$ cat src/rtl/mem_arb_pkg.sv
// Shared types and constants for the two-requester MemPort arbiter.
package mem_arb_pkg;

    localparam int ADDR_W  = 32;
    localparam int DATA_W  = 32;
    localparam int NUM_REQ = 2;
    localparam int OWNER_W = $clog2(NUM_REQ);

    typedef logic [OWNER_W-1:0] owner_t;

    typedef enum logic {
        ARB,
        HOLD
    } arb_state_t;

endpackage

$ cat src/rtl/mem_port_if.sv
// MemPort: valid/ready request channel plus an in-order rvalid/rdata response channel.
interface MemPort;
    import mem_arb_pkg::*;

    logic                  valid;
    logic                  ready;
    logic                  write_en;
    logic [ADDR_W-1:0]     addr;
    logic [DATA_W-1:0]     wdata;
    logic [DATA_W/8-1:0]   byte_en;
    logic [DATA_W-1:0]     rdata;
    logic                  rvalid;

    modport Master (
        output valid, write_en, addr, wdata, byte_en,
        input  ready, rdata, rvalid
    );

    modport Slave (
        input  valid, write_en, addr, wdata, byte_en,
        output ready, rdata, rvalid
    );

endinterface

$ cat src/rtl/mem_arb_id_fifo.sv
// Synchronous FIFO of owner IDs, one entry per read accepted downstream and not yet answered.
module mem_arb_id_fifo
    import mem_arb_pkg::*;
#(
    parameter int DEPTH = 4,
    parameter int W     = OWNER_W,
    localparam int CNT_W = $clog2(DEPTH + 1),
    localparam int PTR_W = (DEPTH > 1) ? $clog2(DEPTH) : 1
) (
    input  logic             clk,
    input  logic             rst,
    input  logic             push,
    input  logic             pop,
    input  logic [W-1:0]     din,
    output logic [W-1:0]     dout,
    output logic             full,
    output logic             empty,
    output logic [CNT_W-1:0] count
);

    logic [W-1:0]     slots [DEPTH];
    logic [PTR_W-1:0] wr_ptr;
    logic [PTR_W-1:0] rd_ptr;
    logic             push_ok;
    logic             pop_ok;

    function automatic logic [PTR_W-1:0] next_ptr(input logic [PTR_W-1:0] p);
        return (p == PTR_W'(DEPTH - 1)) ? '0 : p + PTR_W'(1);
    endfunction

    assign full    = (count == CNT_W'(DEPTH));
    assign empty   = (count == '0);
    assign push_ok = push & ~full;
    assign pop_ok  = pop & ~empty;
    assign dout    = slots[rd_ptr];

    // NOTE: storage is not reset; only pointers and count define which slots are valid.
    always_ff @(posedge clk) begin
        if (push_ok) slots[wr_ptr] <= din;
    end

    // NOTE: non-blocking assignments so every register samples pre-edge values.
    always_ff @(posedge clk) begin
        if (rst) begin
            wr_ptr <= '0;
            rd_ptr <= '0;
            count  <= '0;
        end else begin
            if (push_ok) wr_ptr <= next_ptr(wr_ptr);
            if (pop_ok)  rd_ptr <= next_ptr(rd_ptr);
            case ({push_ok, pop_ok})
                2'b10:   count <= count + CNT_W'(1);
                2'b01:   count <= count - CNT_W'(1);
                default: count <= count;
            endcase
        end
    end

endmodule

$ cat src/rtl/mem_port_arbiter.sv
// Round-robin arbiter sharing one downstream MemPort between two requesters,
// holding the grant while stalled and routing in-order read responses to their owner.
module mem_port_arbiter
    import mem_arb_pkg::*;
#(
    parameter int MAX_OUTSTANDING = 4
) (
    input  logic   clk,
    input  logic   rst,
    MemPort.Slave  up0,
    MemPort.Slave  up1,
    MemPort.Master mem,
    output logic   rsp_err
);

    localparam int CNT_W = $clog2(MAX_OUTSTANDING + 1);

    arb_state_t       state;
    owner_t           rr_last;
    owner_t           held;
    owner_t           sel;
    owner_t           head;
    logic             sel_valid;
    logic             sel_we;
    logic             allow;
    logic             accept;
    logic             push;
    logic             pop;
    logic             fifo_full;
    logic             fifo_empty;
    logic [CNT_W-1:0] fifo_count;

    // NOTE: every always_comb output gets a default first so no latch is inferred.
    always_comb begin
        sel = owner_t'(0);
        if (state == HOLD)               sel = held;
        else if (up0.valid && up1.valid) sel = ~rr_last;
        else if (up1.valid)              sel = owner_t'(1);
    end

    assign sel_valid    = (sel == owner_t'(1)) ? up1.valid    : up0.valid;
    assign sel_we       = (sel == owner_t'(1)) ? up1.write_en : up0.write_en;
    assign mem.write_en = sel_we;
    assign mem.addr     = (sel == owner_t'(1)) ? up1.addr     : up0.addr;
    assign mem.wdata    = (sel == owner_t'(1)) ? up1.wdata    : up0.wdata;
    assign mem.byte_en  = (sel == owner_t'(1)) ? up1.byte_en  : up0.byte_en;

    // Reads stall on the registered full flag even when a pop frees a slot this cycle.
    assign allow     = sel_we | ~fifo_full;
    assign mem.valid = sel_valid & allow & ~rst;
    assign accept    = mem.valid & mem.ready;
    assign up0.ready = mem.ready & allow & ~rst & (sel == owner_t'(0));
    assign up1.ready = mem.ready & allow & ~rst & (sel == owner_t'(1));

    assign push       = accept & ~sel_we;
    assign pop        = mem.rvalid & ~fifo_empty & ~rst;
    assign up0.rvalid = pop & (head == owner_t'(0));
    assign up1.rvalid = pop & (head == owner_t'(1));
    assign up0.rdata  = mem.rdata;
    assign up1.rdata  = mem.rdata;

    mem_arb_id_fifo #(
        .DEPTH (MAX_OUTSTANDING),
        .W     (OWNER_W)
    ) u_id_fifo (
        .clk   (clk),
        .rst   (rst),
        .push  (push),
        .pop   (pop),
        .din   (sel),
        .dout  (head),
        .full  (fifo_full),
        .empty (fifo_empty),
        .count (fifo_count)
    );

    always_ff @(posedge clk) begin
        if (rst) begin
            state   <= ARB;
            held    <= owner_t'(0);
            rr_last <= owner_t'(1);
            rsp_err <= 1'b0;
        end else begin
            if (accept) rr_last <= sel;
            if (mem.rvalid && fifo_empty) rsp_err <= 1'b1;
            case (state)
                ARB: begin
                    if (mem.valid && !mem.ready) begin
                        state <= HOLD;
                        held  <= sel;
                    end
                end
                HOLD: begin
                    if (accept) state <= ARB;
                end
                default: state <= ARB;
            endcase
        end
    end

    always_ff @(posedge clk) begin
        if (!rst) assert (fifo_count <= CNT_W'(MAX_OUTSTANDING));
    end

endmodule
$ cat src/flat_wrapper.sv
// flat-port wrapper written by rule: the top's interface ports become plain ports
module mem_port_arbiter_flat import mem_arb_pkg::*;
#(
    parameter int MAX_OUTSTANDING = 4
)
  (clk, rst, rsp_err, up0_valid, up0_write_en, up0_addr, up0_wdata, up0_byte_en, up0_ready, up0_rdata, up0_rvalid, up1_valid, up1_write_en, up1_addr, up1_wdata, up1_byte_en, up1_ready, up1_rdata, up1_rvalid, mem_valid, mem_write_en, mem_addr, mem_wdata, mem_byte_en, mem_ready, mem_rdata, mem_rvalid);
  MemPort up0_i ();
  MemPort up1_i ();
  MemPort mem_i ();
  input  logic clk;
  input  logic rst;
  output logic rsp_err;
  input wire logic [$bits(up0_i.valid)-1:0] up0_valid;
  input wire logic [$bits(up0_i.write_en)-1:0] up0_write_en;
  input wire logic [$bits(up0_i.addr)-1:0] up0_addr;
  input wire logic [$bits(up0_i.wdata)-1:0] up0_wdata;
  input wire logic [$bits(up0_i.byte_en)-1:0] up0_byte_en;
  output wire logic [$bits(up0_i.ready)-1:0] up0_ready;
  output wire logic [$bits(up0_i.rdata)-1:0] up0_rdata;
  output wire logic [$bits(up0_i.rvalid)-1:0] up0_rvalid;
  input wire logic [$bits(up1_i.valid)-1:0] up1_valid;
  input wire logic [$bits(up1_i.write_en)-1:0] up1_write_en;
  input wire logic [$bits(up1_i.addr)-1:0] up1_addr;
  input wire logic [$bits(up1_i.wdata)-1:0] up1_wdata;
  input wire logic [$bits(up1_i.byte_en)-1:0] up1_byte_en;
  output wire logic [$bits(up1_i.ready)-1:0] up1_ready;
  output wire logic [$bits(up1_i.rdata)-1:0] up1_rdata;
  output wire logic [$bits(up1_i.rvalid)-1:0] up1_rvalid;
  output wire logic [$bits(mem_i.valid)-1:0] mem_valid;
  output wire logic [$bits(mem_i.write_en)-1:0] mem_write_en;
  output wire logic [$bits(mem_i.addr)-1:0] mem_addr;
  output wire logic [$bits(mem_i.wdata)-1:0] mem_wdata;
  output wire logic [$bits(mem_i.byte_en)-1:0] mem_byte_en;
  input wire logic [$bits(mem_i.ready)-1:0] mem_ready;
  input wire logic [$bits(mem_i.rdata)-1:0] mem_rdata;
  input wire logic [$bits(mem_i.rvalid)-1:0] mem_rvalid;
  assign up0_i.valid = up0_valid;
  assign up0_i.write_en = up0_write_en;
  assign up0_i.addr = up0_addr;
  assign up0_i.wdata = up0_wdata;
  assign up0_i.byte_en = up0_byte_en;
  assign up0_ready = up0_i.ready;
  assign up0_rdata = up0_i.rdata;
  assign up0_rvalid = up0_i.rvalid;
  assign up1_i.valid = up1_valid;
  assign up1_i.write_en = up1_write_en;
  assign up1_i.addr = up1_addr;
  assign up1_i.wdata = up1_wdata;
  assign up1_i.byte_en = up1_byte_en;
  assign up1_ready = up1_i.ready;
  assign up1_rdata = up1_i.rdata;
  assign up1_rvalid = up1_i.rvalid;
  assign mem_valid = mem_i.valid;
  assign mem_write_en = mem_i.write_en;
  assign mem_addr = mem_i.addr;
  assign mem_wdata = mem_i.wdata;
  assign mem_byte_en = mem_i.byte_en;
  assign mem_i.ready = mem_ready;
  assign mem_i.rdata = mem_rdata;
  assign mem_i.rvalid = mem_rvalid;
  mem_port_arbiter #(.MAX_OUTSTANDING(MAX_OUTSTANDING)) u_core (.clk(clk), .rst(rst), .up0(up0_i), .up1(up1_i), .mem(mem_i), .rsp_err(rsp_err));
endmodule
$ cat config.mk
export PLATFORM = sky130hd
export DESIGN_NAME = mem_port_arbiter_flat
export DESIGN_NICKNAME = d
export VERILOG_FILES = /design/src/rtl/mem_arb_pkg.sv /design/src/rtl/mem_port_if.sv /design/src/rtl/mem_arb_id_fifo.sv /design/src/rtl/mem_port_arbiter.sv /design/src/flat_wrapper.sv
export SDC_FILE = /design/constraint.sdc
export NUM_CORES = 1
export LEC_CHECK = 0
export CORE_AREA = 5 5 119 121
export CTS_CLUSTER_DIAMETER = 120
export DETAILED_ROUTE_END_ITERATION = 8
export DIE_AREA = 0 0 124 126
export GPL_ROUTABILITY_DRIVEN = 0
export SYNTH_ARGS = -nofsm -noshare
export SYNTH_HDL_FRONTEND = slang
export SYNTH_HIERARCHICAL = 1
export SYNTH_SLANG_ARGS = --single-unit
$ cat constraint.sdc
create_clock -name clk -period 4.3 [get_ports clk]
set_input_delay 0.645 -clock clk [delete_from_list [all_inputs] [get_ports clk]]
set_output_delay 0.645 -clock clk [all_outputs]
set_load 0.02 [all_outputs]
==> results.sh, run 1 <==
export IMPL_dr_total_vias=2799
export IMPL_yosys_register_bits=17
export IMPL_htree_levels=1
export IMPL_gr_usage_all_layers=0.111
export IMPL_synth_cells=377
export IMPL_rsz0062_at_grt="no"
export IMPL_yosys_area_share_simple=0.431
export IMPL_synth_area_leaders="nand2_1 34%, buf_4 21%, dfxtp_1 12%, edfxtp_1 5.3%, ha_1 3.3%"
export IMPL_seq_area_frac_synth=0.168
export IMPL_outcome="complete, no violations"
export IMPL_syn_nets=560
export IMPL_min_from="u_core/rsp_err$_SDFFE_PP0P_"
export IMPL_synth_edf_count=4
export IMPL_num_rows=42
export IMPL_synth_most_common_cell="nand2_1"
export IMPL_dr_pass1_iters=5
export IMPL_path_clk_slew_ns=0.05
export IMPL_core_sq_um=13000
export IMPL_synth_top_family_by_area="simple AND/OR/NAND/NOR gates"
export IMPL_min_path_type="register to register"
export IMPL_dieWidth_microns=124
export IMPL_routed_wl_microns=9540
export IMPL_clk_insertion_delay_late_ns=0.25
export IMPL_maxCapViolCount=0
export IMPL_fin_skew_ns=0.00425
export IMPL_postCtsSetupRepairBufs=0
export IMPL_critPathLaunch="up1_valid"
export IMPL_slew_limit_headroom=0.722
export IMPL_p_leak_nw=1.87
export IMPL_cts_buffers_inserted=3
export IMPL_postLayoutCoreUtil=0.325
export IMPL_clock_path_buffers=2
export IMPL_grt_antenna_before_repair=0
export IMPL_wl_per_cell_microns=13.6
export IMPL_portBuffers=218
export IMPL_antenna_cells=0
export IMPL_crit_type="input pin to output pin"
export IMPL_synth_top_cells_by_count="207 x nand2_1, 64 x buf_4, 13 x dfxtp_1, 12 x clkbuf_1, 10 x inv_1"
export IMPL_synth_top_flop_cell="dfxtp_1"
export IMPL_grt_overflow_total=0
export IMPL_cp_end_kind="output pin"
export IMPL_fin_crit_sh=0.803
export IMPL_synth_mux_area_frac=0.0321
export IMPL_tightest_slew_ns=0.416
export IMPL_antenna_left=0
export IMPL_drc=0
export IMPL_ys_types=40
export IMPL_fin_nets=707
export IMPL_root_buffer="clkbuf_16"
export IMPL_critPathRequiredTime_ns=3.65
export IMPL_final_layout_size_suffix_gt1_frac=0.0382
export IMPL_clock_sinks=17
export IMPL_start_util=0.174
export IMPL_synth_compound_area_frac=0.0553
export IMPL_hold_viol=0
export IMPL_critPathLaunchType="input pin"
export IMPL_synth_xor_xnor_area_share=0.00775
export IMPL_reg2reg_from="u_core/u_id_fifo/count[2]$_SDFFE_PP0P_"
export IMPL_synthArstFlopShare=0
export IMPL_vias_per_cell=4.00
export IMPL_p_per_area_nw_per_um2=215
export IMPL_ctsHoldBuffers=0
export IMPL_cp_data_arrival_time_ns=2.81
export IMPL_ir_drop_mv=0.137
export IMPL_io_pins=315
export IMPL_die_h_microns=126
export IMPL_grt_pass1_vias=2857
export IMPL_synthAdderAreaFrac=0.0421
export IMPL_syn_cell_area_sq_um=2260
export IMPL_yosysWarnings=6
export IMPL_finalSetupViolCount=0
export IMPL_cts_tree="built"
export IMPL_grt_max_degree=44
export IMPL_synth_area_per_cell_sq_um=6.00
export IMPL_path_max_fanout=43
export IMPL_synth_top_area_frac=0.344
export IMPL_yosysTopAreaCell="nand2_1"
export IMPL_final_setup_tns_ns=0
export IMPL_dieArea_sq_um=15600
export IMPL_cts_resized_gates=0
export IMPL_period_needed_ns=3.45
export IMPL_slew_violations=0
export IMPL_hpwl_microns=8080
export IMPL_drtIter0Drc=87
export IMPL_max_freq_mhz=290
export IMPL_grt_pass1_wl_microns=14200
export IMPL_area_growth_pct=86.8
## area by class of cell
class	instances	area, sq um
fill	1401	8760
sequential	17	380
clock inverter	1	5.00
inverter	11	41.3
tap	176	220
timing repair buffer	223	2220
multi-input combinational	268	1280
clock buffer	3	75.1
## critical path, cell delays in order
cell	delay (ns)
clkdlybuf4s50_1	0.53
nand2b_1	0.11
o21a_2	0.27
inv_2	0.06
buf_4	0.36
nand2_1	0.11
nand2_1	0.08
clkdlybuf4s50_1	0.62
## placed cells by master, fill, tap and decap left out, types with 2 or more instances in the layout
master and count:
nand2_1 207, inv_1 10, a21oi_1 3, ha_1 6, mux2i_1 2, and4_1 2, nand2b_1 5, mux2_4 2
nor3_1 3, edfxtp_1 4, xor2_1 2, or3_1 2, buf_4 6, and2_1 6, nor2_1 8, clkbuf_16 3
dfxtp_1 13, clkdlybuf4s50_1 217
## where the power goes
group / switching [mW] / internal [mW] / total (mW)
logic: 0.257 / 0.293 / 0.550
clock network: 0.0614 / 0.124 / 0.186
registers: 0.00467 / 0.169 / 0.174
total: 0.323 / 0.587 / 0.910
## final timing paths
path / to / slack [ns] / depth (start not counted)
worst min-delay path: u_core/rsp_err$_SDFFE_PP0P_ / 0.46 / 2
worst max-delay path: mem_addr[24] / 0.85 / 8
worst min register to register: u_core/rsp_err$_SDFFE_PP0P_ / 0.46 / 2
worst max register to register: u_core/u_id_fifo/count[2]$_SDFFE_PP0P_ / 1.41 / 14
## cells by family (layout without fill, tap and decap cells)
| family | Yosys count | after routing |
|---|---|---|
| AO/OA/AOI/OAI | 16 | 16 |
| XOR/XNOR | 2 | 2 |
| adder cells (fa/ha/maj) | 7 | 7 |
| buffers and inverters | 92 | 238 |
| flip-flops | 17 | 17 |
| multiplexers | 5 | 5 |
| AND/OR/NAND/NOR | 238 | 238 |
## through the flow
step / total power [mW] / hold slack [ns] / cell area (sq um) / cells / setup WS [ns]
6_report: 0.910 / 0.464 / 4220 / 699 / 0.846
3_5_place_dp: 0.734 / 0.454 / 4140 / 695 / 0.808
3_3_place_gp: 0.729 / 0.455 / 4140 / 695 / 0.857
4_1_cts: 0.924 / 0.468 / 4220 / 699 / 0.810
2_1_floorplan: 0.498 / 0.468 / 2260 / 377 / 1.44
5_1_grt: 0.965 / 0.491 / 4220 / 699 / 0.672
## per-layer routing
layer,vias to the layer above,global-route usage,routed length (microns)
li1,1390,-,-
met1,1200,0.114,3360
met2,175,0.203,4720
met3,34,0.0471,1210
met4,0,0.0329,246
met5,-,0,0
Note: power is estimated with default switching activity, not from simulation.
==> run 2: changes to the inputs <==
- CORE_AREA: 5 5 119 121 -> 5 5 120 122
- DIE_AREA: 0 0 124 126 -> 0 0 125 127
- clock period: 4.3 -> 3.5 ns (I/O delays scaled with it)
==> run 2 against run 1 <==
  * Largest power group unchanged
  * Critical path depth did not move
  * Sequential power rose by 22%
  * Setup slack got worse by 0.54 ns
  * Final cell count did not move
  * Critical path type unchanged
  * Worst hold slack improved by 0.0038 ns
  * Non-clock buffer count did not move
  * Sequential share of layout area barely moved
==> results.sh, run 2 (synthesis results as in run 1) <==
export IMPL_fin_nets=707
export IMPL_fin_cells=699
export IMPL_portBuffers=218
export IMPL_place_inst=695
export IMPL_postCtsSetupRepairBufs=0
export IMPL_vias_per_cell=3.90
export IMPL_worst_path_largest_cell_delay_ns=0.65
export IMPL_critPathLaunchType="input pin"
export IMPL_maxCapViolCount=0
export IMPL_fin_crit_sh=0.912
export IMPL_io_pins=315
export IMPL_tightest_slew_ns=0.431
export IMPL_critPathSlowestCell="clkdlybuf4s50_1"
export IMPL_postLayoutCoreUtil=0.324
export IMPL_ctsHoldBuffers=0
export IMPL_cp_data_arrival_time_ns=2.67
export IMPL_fillers=1379
export IMPL_hpwl_microns=8100
export IMPL_root_buffer="clkbuf_16"
export IMPL_rsz0062_at_grt="no"
export IMPL_grt_max_degree=72
export IMPL_cts_tree="built"
export IMPL_cp_end_kind="output pin"
export IMPL_drc=0
export IMPL_num_rows=42
export IMPL_area_growth_pct=87.4
export IMPL_antenna_cells=0
export IMPL_drtIter0Drc=82
export IMPL_final_setup_tns_ns=0
export IMPL_ir_drop_mv=0.168
export IMPL_grt_overflow_total=0
export IMPL_core_sq_um=13100
export IMPL_slew_violations=0
export IMPL_dieArea_sq_um=15900
export IMPL_multi_input_area_sq_um=1280
export IMPL_regArea_sq_um=380
export IMPL_p_per_area_nw_per_um2=265
export IMPL_cts_resized_gates=0
export IMPL_clock_path_buffers=2
export IMPL_fin_skew_ns=0.00481
export IMPL_final_cell_mix="216 x clkdlybuf4s50_1, 207 x nand2_1, 13 x dfxtp_1"
export IMPL_clock_sinks=17
export IMPL_dr_total_vias=2729
export IMPL_dr_pass1_iters=4
export IMPL_finalSetupViolCount=0
export IMPL_crit_path_cell_trace="clkdlybuf4s50_1 -> nand2b_1 -> o21a_2 -> inv_2 -> buf_12 -> nand2_1 -> nand2_1 -> clkdlybuf4s50_1"
export IMPL_final_layout_size_suffix_gt1_frac=0.0402
export IMPL_outcome="complete, no violations"
export IMPL_grt_pass1_wl_microns=14600
export IMPL_gr_usage_all_layers=0.111
export IMPL_grt_pass1_vias=2815
export IMPL_max_freq_mhz=313
export IMPL_path_buf_inv=4
export IMPL_p_leak_nw=1.87
export IMPL_die_h_microns=127
export IMPL_final_common_cell="clkdlybuf4s50_1"
export IMPL_min_path_type="register to register"
export IMPL_critPathRequiredTime_ns=2.97
export IMPL_hold_viol=0
export IMPL_clk_insertion_delay_late_ns=0.25
export IMPL_path_max_fanout=71
export IMPL_path_delay_family="buffers and inverters"
export IMPL_antenna_left=0
export IMPL_grt_antenna_before_repair=0
export IMPL_dieWidth_microns=125
export IMPL_cts_buffers_inserted=3
export IMPL_crit_type="input pin to output pin"
export IMPL_slew_limit_headroom=0.712
export IMPL_period_needed_ns=3.19
export IMPL_htree_levels=1
export IMPL_path_clk_slew_ns=0.05
export IMPL_routed_wl_microns=9690
export IMPL_wl_per_cell_microns=13.9
export IMPL_start_util=0.173
-- run 2: cell types whose count changed in the layout (fill, tap and decap cells not counted) --
cell / previous run / this run
buf_12: 0 / 1
clkinvlp_4: 0 / 1
clkdlybuf4s50_1: 217 / 216
clkinv_2: 1 / 0
-- run 2: worst reg2reg max path, cell delays in order (launching register included) --
cell       delay [ns]
dfxtp_1          0.39
nor3b_4          0.32
nand2b_1         0.12
o2111ai_1        0.14
o21ai_2          0.13
nand2_1          0.12
nor3_1           0.05
nor2b_4          0.15
inv_1            0.07
ha_1             0.20
inv_1            0.07
fa_1             0.38
xor2_1           0.16
or3_1            0.31
a21oi_1          0.14
-- run 2: final cells by class --
| class | count | share of cell area |
|---|---|---|
| repair buffers | 223 | 0.526 |
| multi-input cells | 268 | 0.303 |
| flip-flops and latches | 17 | 0.0898 |
| well taps | 176 | 0.0520 |
| clock buffers | 3 | 0.0177 |
| inverters | 11 | 0.00975 |
| clock inverters | 1 | 0.00177 |
-- run 2: through the flow --
stage	cell area [sq um]	hold slack, ns	worst slack [ns]	power [mW]
after floorplan	2260	0.468	0.762	0.612
after CTS	4240	0.480	0.315	1.14
after global placement	4150	0.461	0.252	0.898
after detailed placement	4150	0.467	0.177	0.904
final	4240	0.468	0.308	1.12
after global routing	4240	0.495	0.189	1.19
-- run 2: final timing paths --
| path | cells after the start | start | slack [ns] | to |
|---|---|---|---|---|
| worst max-delay path | 8 | up1_valid | 0.31 | mem_addr[0] |
| worst min-delay path | 2 | u_core/rsp_err$_SDFFE_PP0P_ | 0.47 | u_core/rsp_err$_SDFFE_PP0P_ |
| worst max register to register | 14 | u_core/u_id_fifo/count[2]$_SDFFE_PP0P_ | 0.69 | u_core/u_id_fifo/count[2]$_SDFFE_PP0P_ |
| worst min register to register | 2 | u_core/rsp_err$_SDFFE_PP0P_ | 0.47 | u_core/rsp_err$_SDFFE_PP0P_ |
-- run 2: where the power goes --
| part | internal [mW] | leakage [nW] | total [mW] | switching (mW) |
|---|---|---|---|---|
| clock | 0.154 | 0.0371 | 0.228 | 0.0738 |
| combinational | 0.362 | 1.69 | 0.680 | 0.318 |
| sequential | 0.208 | 0.142 | 0.213 | 0.00556 |
| total | 0.724 | 1.87 | 1.12 | 0.398 |
-- run 2: routing by layer --
layer / global-route usage / wire length (microns)
met1: 0.124 / 3670
met4: 0.0434 / 380
met5: 0 / 0
met3: 0.0484 / 1070
met2: 0.189 / 4570
